--- src/rtl/vuop_seq_pkg.sv ---
// Shared definitions for the vector micro-op sequencer.
// Holds the datapath geometry, the FSM state type, the per-lane micro-op
// payload struct handed to the vector execution stage, the shared micro-op
// info struct, and the helper that turns a vector length into the index of
// the last micro-op.
package vuop_seq_pkg;

    localparam int VECTOR_REGISTERS   = 32;
    localparam int VECTOR_LANES       = 8;
    localparam int DATA_WIDTH         = 32;
    localparam int VECTOR_TICKET_BITS = 5;
    localparam int MAX_LMUL           = 8;
    localparam int VL_WIDTH           = $clog2(VECTOR_LANES * MAX_LMUL) + 1;

    localparam int REG_W   = $clog2(VECTOR_REGISTERS);
    localparam int IDX_W   = (MAX_LMUL > 1) ? $clog2(MAX_LMUL) : 1;
    localparam int MASK_W  = VECTOR_LANES * MAX_LMUL;
    localparam int LANE_DW = VECTOR_LANES * DATA_WIDTH;

    typedef enum logic {
        ST_IDLE  = 1'b0,
        ST_ISSUE = 1'b1
    } state_e;

    // Per-lane payload, laid out the way the execution stage consumes it.
    typedef struct packed {
        logic [LANE_DW-1:0]      data1;
        logic [LANE_DW-1:0]      data2;
        logic [VECTOR_LANES-1:0] lane_valid;
        logic [VECTOR_LANES-1:0] lane_mask;
    } uop_t;

    // Information shared by all lanes of one micro-op.
    typedef struct packed {
        logic [REG_W-1:0]              dst;
        logic [VECTOR_TICKET_BITS-1:0] ticket;
        logic [5:0]                    funct6;
        logic [2:0]                    funct3;
        logic [VL_WIDTH-1:0]           vl;
        logic                          is_rdc;
        logic                          head_uop;
        logic                          end_uop;
    } uop_info_t;

    // vl==0 still produces one micro-op so the ticket retires; vl beyond
    // the architectural maximum is clamped to MAX_LMUL micro-ops.
    function automatic logic [IDX_W-1:0] last_uop_idx(input logic [VL_WIDTH-1:0] vl);
        int n;
        n = (int'(vl) + VECTOR_LANES - 1) / VECTOR_LANES;
        if (n < 1) n = 1;
        if (n > MAX_LMUL) n = MAX_LMUL;
        return IDX_W'(n - 1);
    endfunction

endpackage

--- src/rtl/vuop_seq.sv ---
// Vector micro-op sequencer.
// Takes one decoded vector instruction at a time, splits it into
// ceil(vl/VECTOR_LANES) micro-ops (at least one), reads both operands from
// the vector register file for each micro-op and emits one registered
// micro-op per issue cycle. Only hold_i from the scoreboard stalls issue.
//
// Ports:
//   clk, rst                 clock, synchronous active-high reset
//   instr_valid_i/ready_o    instruction handshake
//   dst_i, src1_i, src2_i    base registers of the instruction
//   scalar_i, use_scalar_i   scalar operand replacing src2 data
//   vm_i, mask_bits_i        unmasked flag and v0 mask bitmap
//   funct6_i, funct3_i       operation select
//   vl_i, ticket_i, is_rdc_i vector length, ticket, reduction flag
//   hold_i                   scoreboard stall
//   rf_addr_a/b_o            register file read addresses (combinational)
//   rf_data_a/b_i            register file read data (same cycle)
//   valid_o ... end_uop_o    registered micro-op to the execution stage
//   idle_o                   no instruction held and no micro-op on output
//
// state    | meaning
// ---------+-----------------------------------------------------------
// ST_IDLE  | no instruction held; ready to accept
// ST_ISSUE | instruction latched; issuing micro-op idx each unheld cycle
module vuop_seq
    import vuop_seq_pkg::*;
(
    input  logic                          clk,
    input  logic                          rst,
    input  logic                          instr_valid_i,
    output logic                          instr_ready_o,
    input  logic [REG_W-1:0]              dst_i,
    input  logic [REG_W-1:0]              src1_i,
    input  logic [REG_W-1:0]              src2_i,
    input  logic [DATA_WIDTH-1:0]         scalar_i,
    input  logic                          use_scalar_i,
    input  logic                          vm_i,
    input  logic [MASK_W-1:0]             mask_bits_i,
    input  logic [5:0]                    funct6_i,
    input  logic [2:0]                    funct3_i,
    input  logic [VL_WIDTH-1:0]           vl_i,
    input  logic [VECTOR_TICKET_BITS-1:0] ticket_i,
    input  logic                          is_rdc_i,
    input  logic                          hold_i,
    output logic [REG_W-1:0]              rf_addr_a_o,
    output logic [REG_W-1:0]              rf_addr_b_o,
    input  logic [LANE_DW-1:0]            rf_data_a_i,
    input  logic [LANE_DW-1:0]            rf_data_b_i,
    output logic                          valid_o,
    output logic [VECTOR_LANES-1:0]       lane_valid_o,
    output logic [VECTOR_LANES-1:0]       lane_mask_o,
    output logic [LANE_DW-1:0]            data1_o,
    output logic [LANE_DW-1:0]            data2_o,
    output logic [REG_W-1:0]              uop_dst_o,
    output logic [VECTOR_TICKET_BITS-1:0] uop_ticket_o,
    output logic [5:0]                    uop_funct6_o,
    output logic [2:0]                    uop_funct3_o,
    output logic [VL_WIDTH-1:0]           uop_vl_o,
    output logic                          uop_is_rdc_o,
    output logic                          head_uop_o,
    output logic                          end_uop_o,
    output logic                          idle_o
);

    state_e state_q, state_d;
    logic [IDX_W-1:0] idx_q, last_q;

    // Latched instruction
    logic [REG_W-1:0]              dst_q, src1_q, src2_q;
    logic [DATA_WIDTH-1:0]         scalar_q;
    logic                          use_scalar_q, vm_q, is_rdc_q;
    logic [MAX_LMUL-1:0][VECTOR_LANES-1:0] mask_q;
    logic [5:0]                    funct6_q;
    logic [2:0]                    funct3_q;
    logic [VL_WIDTH-1:0]           vl_q;
    logic [VECTOR_TICKET_BITS-1:0] ticket_q;

    // Output register
    logic      valid_q;
    uop_t      uop_q, uop_d;
    uop_info_t info_q, info_d;

    logic issue, at_last, accept;
    logic [VECTOR_LANES-1:0] lane_valid_d;

    assign at_last = (idx_q == last_q);
    assign accept  = instr_valid_i && instr_ready_o;

    always_comb begin
        state_d       = state_q;
        instr_ready_o = 1'b0;
        issue         = 1'b0;
        case (state_q)
            ST_IDLE: begin
                instr_ready_o = 1'b1;
                if (instr_valid_i) state_d = ST_ISSUE;
            end
            ST_ISSUE: begin
                issue = !hold_i;
                // Accepting on the last issue cycle keeps back-to-back
                // instructions bubble-free.
                if (!hold_i && at_last) begin
                    instr_ready_o = 1'b1;
                    state_d       = instr_valid_i ? ST_ISSUE : ST_IDLE;
                end
            end
            default: state_d = ST_IDLE;
        endcase
    end

    // Register offsets wrap naturally because VECTOR_REGISTERS is a power of two.
    assign rf_addr_a_o = src1_q + REG_W'(idx_q);
    assign rf_addr_b_o = src2_q + REG_W'(idx_q);

    for (genvar k = 0; k < VECTOR_LANES; k++) begin : g_lane
        assign lane_valid_d[k] = (int'(idx_q) * VECTOR_LANES + k) < int'(vl_q);
    end

    always_comb begin
        uop_d.data1      = rf_data_a_i;
        uop_d.data2      = use_scalar_q ? {VECTOR_LANES{scalar_q}} : rf_data_b_i;
        uop_d.lane_valid = lane_valid_d;
        uop_d.lane_mask  = vm_q ? {VECTOR_LANES{1'b1}} : mask_q[idx_q];

        info_d.dst      = dst_q + REG_W'(idx_q);
        info_d.ticket   = ticket_q;
        info_d.funct6   = funct6_q;
        info_d.funct3   = funct3_q;
        info_d.vl       = vl_q;
        info_d.is_rdc   = is_rdc_q;
        info_d.head_uop = (idx_q == '0);
        info_d.end_uop  = at_last;
    end

    always_ff @(posedge clk) begin
        if (rst) begin
            state_q      <= ST_IDLE;
            idx_q        <= '0;
            last_q       <= '0;
            valid_q      <= 1'b0;
            uop_q        <= '0;
            info_q       <= '0;
            dst_q        <= '0;
            src1_q       <= '0;
            src2_q       <= '0;
            scalar_q     <= '0;
            use_scalar_q <= 1'b0;
            vm_q         <= 1'b0;
            is_rdc_q     <= 1'b0;
            mask_q       <= '0;
            funct6_q     <= '0;
            funct3_q     <= '0;
            vl_q         <= '0;
            ticket_q     <= '0;
        end else begin
            state_q <= state_d;
            valid_q <= issue;
            if (issue) begin
                uop_q  <= uop_d;
                info_q <= info_d;
                idx_q  <= idx_q + IDX_W'(1);
            end
            // A same-cycle accept overrides the index advance above.
            if (accept) begin
                idx_q        <= '0;
                last_q       <= last_uop_idx(vl_i);
                dst_q        <= dst_i;
                src1_q       <= src1_i;
                src2_q       <= src2_i;
                scalar_q     <= scalar_i;
                use_scalar_q <= use_scalar_i;
                vm_q         <= vm_i;
                is_rdc_q     <= is_rdc_i;
                mask_q       <= mask_bits_i;
                funct6_q     <= funct6_i;
                funct3_q     <= funct3_i;
                vl_q         <= vl_i;
                ticket_q     <= ticket_i;
            end
        end
    end

    assign valid_o      = valid_q;
    assign lane_valid_o = uop_q.lane_valid;
    assign lane_mask_o  = uop_q.lane_mask;
    assign data1_o      = uop_q.data1;
    assign data2_o      = uop_q.data2;
    assign uop_dst_o    = info_q.dst;
    assign uop_ticket_o = info_q.ticket;
    assign uop_funct6_o = info_q.funct6;
    assign uop_funct3_o = info_q.funct3;
    assign uop_vl_o     = info_q.vl;
    assign uop_is_rdc_o = info_q.is_rdc;
    assign head_uop_o   = info_q.head_uop;
    assign end_uop_o    = info_q.end_uop;
    assign idle_o       = (state_q == ST_IDLE) && !valid_q;

endmodule

--- config.mk ---
export PLATFORM = sky130hd
export DESIGN_NAME = vuop_seq
export DESIGN_NICKNAME = d
export VERILOG_FILES = /design/src/rtl/vuop_seq_pkg.sv /design/src/rtl/vuop_seq.sv
export SDC_FILE = /design/constraint.sdc
export NUM_CORES = 1
export LEC_CHECK = 0
export CORE_AREA = 2 2 479 481
export CTS_CLUSTER_SIZE = 10
export DETAILED_ROUTE_END_ITERATION = 8
export DIE_AREA = 0 0 481 483
export GPL_TIMING_DRIVEN = 0
export PLACE_DENSITY = 0.32
export SYNTH_ARGS = -nofsm -noshare
export SYNTH_HDL_FRONTEND = slang
export SYNTH_SLANG_ARGS = --single-unit
--- constraint.sdc ---
create_clock -name clk -period 2.6 [get_ports clk]
set_input_delay 0.52 -clock clk [delete_from_list [all_inputs] [get_ports clk]]
set_output_delay 0.52 -clock clk [all_outputs]
set_load 0.01 [all_outputs]
# After elaboration in Yosys (flattened, before gate mapping)
# Cells that the tools add are included.
word_totals:
  wordCells: 88
  output_inout_bits: 570
  reg_bits: 700
classes:
  eq_ne: 1
  bitwise: 2
  order_cmp: 11
  n_reduce_logical: 8
  muxes: 16
  addsub: 15
op_table:
  columns: ["op", "count"]
  rows:
  - ["256-bit two-way mux", 1]
  - ["32-bit two-way mux", 3]
  - ["7-bit < comparator", 7]
  - ["32-bit by 1-bit adder with 32-bit output", 1]
  - ["32-bit by 5-bit greater-than comparator with 1-bit output, second input constant", 1]
  - ["32-bit by 2-bit < comparator with 1-bit output, second input constant", 1]
  - ["6-bit by 3-bit adder with 7-bit output, second input constant", 4]
  - ["8-bit binary-select mux with 3-bit select", 1]
  - ["8-bit two-way mux", 2]
  - ["5-bit by 3-bit adder with 5-bit output", 3]
  - ["6-bit by 2-bit adder with 7-bit output, second input constant", 2]
  - ["3-bit two-way mux", 3]
  - ["8-bit by 1-bit subtractor with 9-bit output, second input constant", 1]
  - ["7-bit by 4-bit adder with 8-bit output, second input constant", 1]
  - ["6-bit by 1-bit adder with 7-bit output, second input constant", 1]
  - ["6-bit by 7-bit < comparator with 1-bit output", 1]
  - ["3-bit by 4-bit < comparator with 1-bit output, second input constant", 1]
  - ["1-bit two-way mux", 4]
  - ["1-bit case mux with 2 select lines", 2]
  - ["3-bit by 1-bit adder with 3-bit output, second input constant", 1]
  - ["3-bit equality test", 1]
  - ["1-bit logical AND", 3]
  - ["3-bit zero test", 1]
  - ["3-bit OR reduction", 1]
  - ["other kinds (5)", 6]

# Logic depth before layout (Yosys ltp)
logic_depth:
  word_depth: 14
  depth_mapped: 9
  mapped_depth_nobuf: 9

# Worst setup path before layout
# OpenSTA, ideal clock, no wires.
synth_timing:
  kind: "reg2out"
  start: "register idx_q[1]"
  end: "output port rf_addr_a_o[4]"
  arrival_ns: 2.074
  path_buffers: 2
  path_stages_with_launch: 8
  required_ns: 2.080
  path_slack_ns: 0.006
  cell_sequence: "dfxtp_1 > buf_2 > buf_1 > inv_1 > fa_1 > nor2b_1 > o21ai_0 > xnor2_1"
synth_via:
  elab_chain_cells: 1
synth_lines:
  columns: ["item", "line_no", "text"]
  rows:
  - ["start: declaration", "vuop_seq.sv:66", "logic [IDX_W-1:0] idx_q, last_q;"]
  - ["start signal: assignment", "vuop_seq.sv:161", "idx_q <= idx_q + IDX_W'(1);"]
  - ["5-bit by 3-bit adder with 5-bit output", "vuop_seq.sv:112", "assign rf_addr_a_o = src1_q + REG_W'(idx_q);"]
  - ["end: declaration", "vuop_seq.sv:45", "output logic [REG_W-1:0] rf_addr_a_o,"]
# No other way between the ends.

# Worst setup path in the final report
layout_timing:
  start: "register idx_q[1]"
  end: "output port rf_addr_b_o[4]"
layout_via:
  elab_chain_cells: 1
layout_lines:
  columns: ["item", "line_no", "text"]
  rows:
  - ["5-bit by 3-bit adder with 5-bit output", "vuop_seq.sv:113", "assign rf_addr_b_o = src2_q + REG_W'(idx_q);"]
  - ["end: declaration", "vuop_seq.sv:46", "output logic [REG_W-1:0] rf_addr_b_o,"]
# No other way between the ends.

==> impl_metrics.env <==
export IMPL_seq_area_frac_synth_pct=54.6
export IMPL_slew_headroom_pct=18.6
export IMPL_number_of_antenna_violating_nets_in_the_routed_design=0
export IMPL_clkTransAtPathRegs_ns=0.06
export IMPL_full_die_area_mm2=0.232
export IMPL_timing_reg2reg_setup_slack_ns=0
export IMPL_placeable_core_region_mm2=0.227
export IMPL_failed_checks="negative setup slack"
export IMPL_number_of_antenna_violations_at_the_first_check_in_global_routing=173
export IMPL_async_flop_share_pct=0
export IMPL_final_common_cell="sky130_fd_sc_hd__clkdlybuf4s50_1"
export IMPL_yosys_area_share_adder_pct=1.01
export IMPL_critPathCapture="rf_addr_b_o[4]"
export IMPL_syn_area_per_cell_um2=8.79
export IMPL_detail_route_vias_per_cell=3.76
export IMPL_synthesis_yosys_warnings=0
export IMPL_finalCriticalPeriod_ns=3.00
export IMPL_detailed_place_hpwl_um=180000
export IMPL_total_leakage_power_nw=16.2
export IMPL_synth_compound_area_share_pct=17.8
export IMPL_tritoncts_num_buffers=100
export IMPL_synthesized_flop_and_latch_total=700
export IMPL_cts_tree="yes"
export IMPL_ys_flop_type="sky130_fd_sc_hd__dfxtp_1"
export IMPL_grt_usage_pct=18.0
export IMPL_clock_insertion_delay_at_the_later_pin_of_the_skew_report_ns=0.75
export IMPL_max_vdd_ir_drop_mv=0.449
export IMPL_post_synth_top_area_fraction_pct=54.6
export IMPL_slew_limit_fails=0
export IMPL_tritoncts_num_sinks=700
export IMPL_post_route_cells_drive_above_1_share_pct=8.43
export IMPL_maximum_number_of_pins_on_one_net_before_global_route_repair=19
export IMPL_worst_clock_skew_ns=0.0376
export IMPL_largest_family_of_logic_cells_by_synthesized_area="simple AND/OR/NAND/NOR gates"
export IMPL_tightest_slew_ns=1.22
export IMPL_synth_top_cells_by_area="sky130_fd_sc_hd__dfxtp_1 (55%), sky130_fd_sc_hd__nand2_1 (9.3%), sky130_fd_sc_hd__o22ai_1 (6.5%)"
export IMPL_final_cell_mix="sky130_fd_sc_hd__clkdlybuf4s50_1 (1206), sky130_fd_sc_hd__dfxtp_1 (695), sky130_fd_sc_hd__nand2_1 (620)"
export IMPL_cts_max_path_buffers=3
export IMPL_ios=1221
export IMPL_area_share_of_xor_xnor_cells_in_the_synthesized_design_pct=0.443
export IMPL_setup_worst_path_start_class="register"
export IMPL_clock_tree_htree_level_count=3
export IMPL_number_of_rows_created_at_floorplan=175
export IMPL_detail_route_wirelength_um=217000
export IMPL_global_route_wire_length_before_repair_um=277000
export IMPL_die_height_um=483
export IMPL_crit_arrival_ns=2.48
export IMPL_max_cap_violations=0
export IMPL_maxClockFrequency_mhz=334
export IMPL_synth_lib_cells_used_distinct=44
export IMPL_yosys_mux_area_fraction_pct=1.79
export IMPL_worstReg2RegStart="idx_q[1]"
export IMPL_critPathCaptureType="output port"
export IMPL_cp_data_required_time_ns=2.08
export IMPL_worst_r2r_cell_count=12
export IMPL_reg2reg_to="scalar_q[27]"
export IMPL_synth_enable_flop_cells=0
export IMPL_hold_viol=0
export IMPL_initial_utilization_pct=11.3
export IMPL_synthDominantAreaCellType="sky130_fd_sc_hd__dfxtp_1"
export IMPL_routed_via_count=27754
export IMPL_syn_instance_count=2922
export IMPL_globalplace_congestion=0.867
export IMPL_drt_initial_drc_count=1645
export IMPL_grt_setup_unrepaired="yes"
export IMPL_die_w_um=481
export IMPL_final_min_period_over_clock_period_pct=115
export IMPL_power_density_mw_per_mm2=683
export IMPL_dpl_ws_ns=-2.10
export IMPL_grt_overflow_total=0
export IMPL_synthSimpleGateAreaFrac_pct=20.3
export IMPL_cp_max_fo=2
export IMPL_synth_nets=3592
export IMPL_vias_in_the_first_global_route=27031
export IMPL_utilization_pct=20.2
export IMPL_outcome="finished, violations left"
export IMPL_design_final_nets=4933
export IMPL_final_setup_worst_slack_ns=-0.396
export IMPL_place_port_buffers=1219
export IMPL_setup_viol_count_final=9
export IMPL_cts_root_buffer_cell="sky130_fd_sc_hd__clkbuf_16"
export IMPL_drcViolationCount=0
export IMPL_synth_to_final_area_change_pct=78.0
export IMPL_hold_path_class="primary input to register"
export IMPL_timing_setup_critical_path_class="register to output port"
export IMPL_routed_wire_length_per_instance_um=29.5
export IMPL_synth_area_mm2=0.0257
export IMPL_count_of_tritonroute_iterations_in_the_first_routing_pass=5
export IMPL_setup_worst_path_start="idx_q[1]"
-- worst max-delay path, cell delays in order (launching register included) --
cell                         delay, ns
sky130_fd_sc_hd__dfxtp_4          0.36
sky130_fd_sc_hd__buf_12           0.10
sky130_fd_sc_hd__buf_12           0.09
sky130_fd_sc_hd__clkinvlp_4       0.11
sky130_fd_sc_hd__fa_2             0.36
sky130_fd_sc_hd__nor2b_2          0.14
sky130_fd_sc_hd__o21ai_2          0.08
sky130_fd_sc_hd__xnor2_2          0.28
sky130_fd_sc_hd__buf_6            0.19
-- report_power, final --
group	leakage [nW]	switching, mW	internal (mW)
clock network	1.66	5.85	8.51
registers	5.73	0.393	11.3
logic	8.84	2.69	2.45
total	16.2	8.93	22.3
-- how the worst min path moves through the flow --
stage,start,end,depth (start not counted),slack [ns]
after floorplan,vl_q[5],uop_vl_o[5],2,0.43
after global placement,data1_o[47],data1_o[47],2,0.44
after detailed placement,funct6_q[0],uop_funct6_o[0],2,0.44
after CTS,rf_data_a_i[242],data1_o[242],3,0.21
after global routing,rf_data_a_i[242],data1_o[242],3,0.28
final,rf_data_a_i[242],data1_o[242],3,0.32
-- logic make-up (layout without fill, tap and decap cells) --
group	Yosys count	in the layout
adders and majority gates	19	19
other	0	30
DFF	700	700
muxes	25	25
AOI/OAI and AO/OA	725	725
buffers and inverters	248	1668
xor gates and xnor gates	13	13
and+or+nand+nor	1192	1192
-- per-stage QoR --
stage / hold WS [ns] / total power, mW / cell area [µm²] / setup TNS, ns / cells
after global routing: 0.276 / 32.6 / 45700 / -7.64 / 7354
after detailed placement: 0.444 / 17.1 / 41600 / -777.22 / 7150
after floorplan: 0.432 / 13.6 / 25700 / 0 / 2922
after CTS: 0.213 / 31.9 / 45400 / -3.21 / 7348
final: 0.317 / 31.2 / 45700 / -2.04 / 7381
after global placement: 0.443 / 17.1 / 41600 / -1017.30 / 7150
-- timing repair --
item | in CTS | in global routing
gates cloned | 0 | 1
pin swaps | 10 | 7
endpoints found under the hold margin | 0 | 0
setup buffers | 20 | 4
hold buffers | 0 | 0
endpoints found under the setup margin | 709 | 255
resized for setup | 145 | 65
-- cells in the mapped netlist, types with 6 or more instances --
library cell / number
sky130_fd_sc_hd__dfxtp_1: 700
sky130_fd_sc_hd__nand2_1: 634
sky130_fd_sc_hd__a21oi_1: 294
sky130_fd_sc_hd__nor2_1: 275
sky130_fd_sc_hd__o22ai_1: 265
sky130_fd_sc_hd__nor2b_1: 262
sky130_fd_sc_hd__clkbuf_1: 146
sky130_fd_sc_hd__a22o_1: 136
sky130_fd_sc_hd__buf_2: 70
sky130_fd_sc_hd__inv_1: 18
sky130_fd_sc_hd__ha_1: 16
sky130_fd_sc_hd__mux4_2: 16
sky130_fd_sc_hd__mux2_2: 8
sky130_fd_sc_hd__a21o_1: 7
sky130_fd_sc_hd__xnor2_1: 7
sky130_fd_sc_hd__buf_1: 6
sky130_fd_sc_hd__buf_6: 6
sky130_fd_sc_hd__o21ai_0: 6
sky130_fd_sc_hd__xor2_1: 6
-- layer usage --
metal  routed length (µm)  GRT usage [%]  vias up
li1                     -              -    12707
met3                25800           8.67      369
met4                 5370           4.54      142
met5                  907              0        -
met1                90500           22.0    13275
met2                94800           27.9     1261
-- state kept, by name (all words and copies together) (netlist names), 6 cells and up --
signal        flops
data1_o         256
data2_o         256
mask_q           64
scalar_q         32
lane_mask_o       8
lane_valid_o      8
uop_vl_o          7
vl_q              7
funct6_q          6
uop_funct6_o      6
-- cell type report --
| type | count | area, µm² |
|---|---|---|
| antenna | 30 | 75.1 |
| buffer | 226 | 1230 |
| clock buffer | 151 | 2990 |
| clock inverter | 30 | 400 |
| fill | 25400 | 181000 |
| inverter | 18 | 71.3 |
| multi-input combinational | 1974 | 10800 |
| sequential | 700 | 14000 |
| tap | 3009 | 3760 |
| timing repair buffer | 1243 | 12400 |
(Power assumes the default switching activity.)
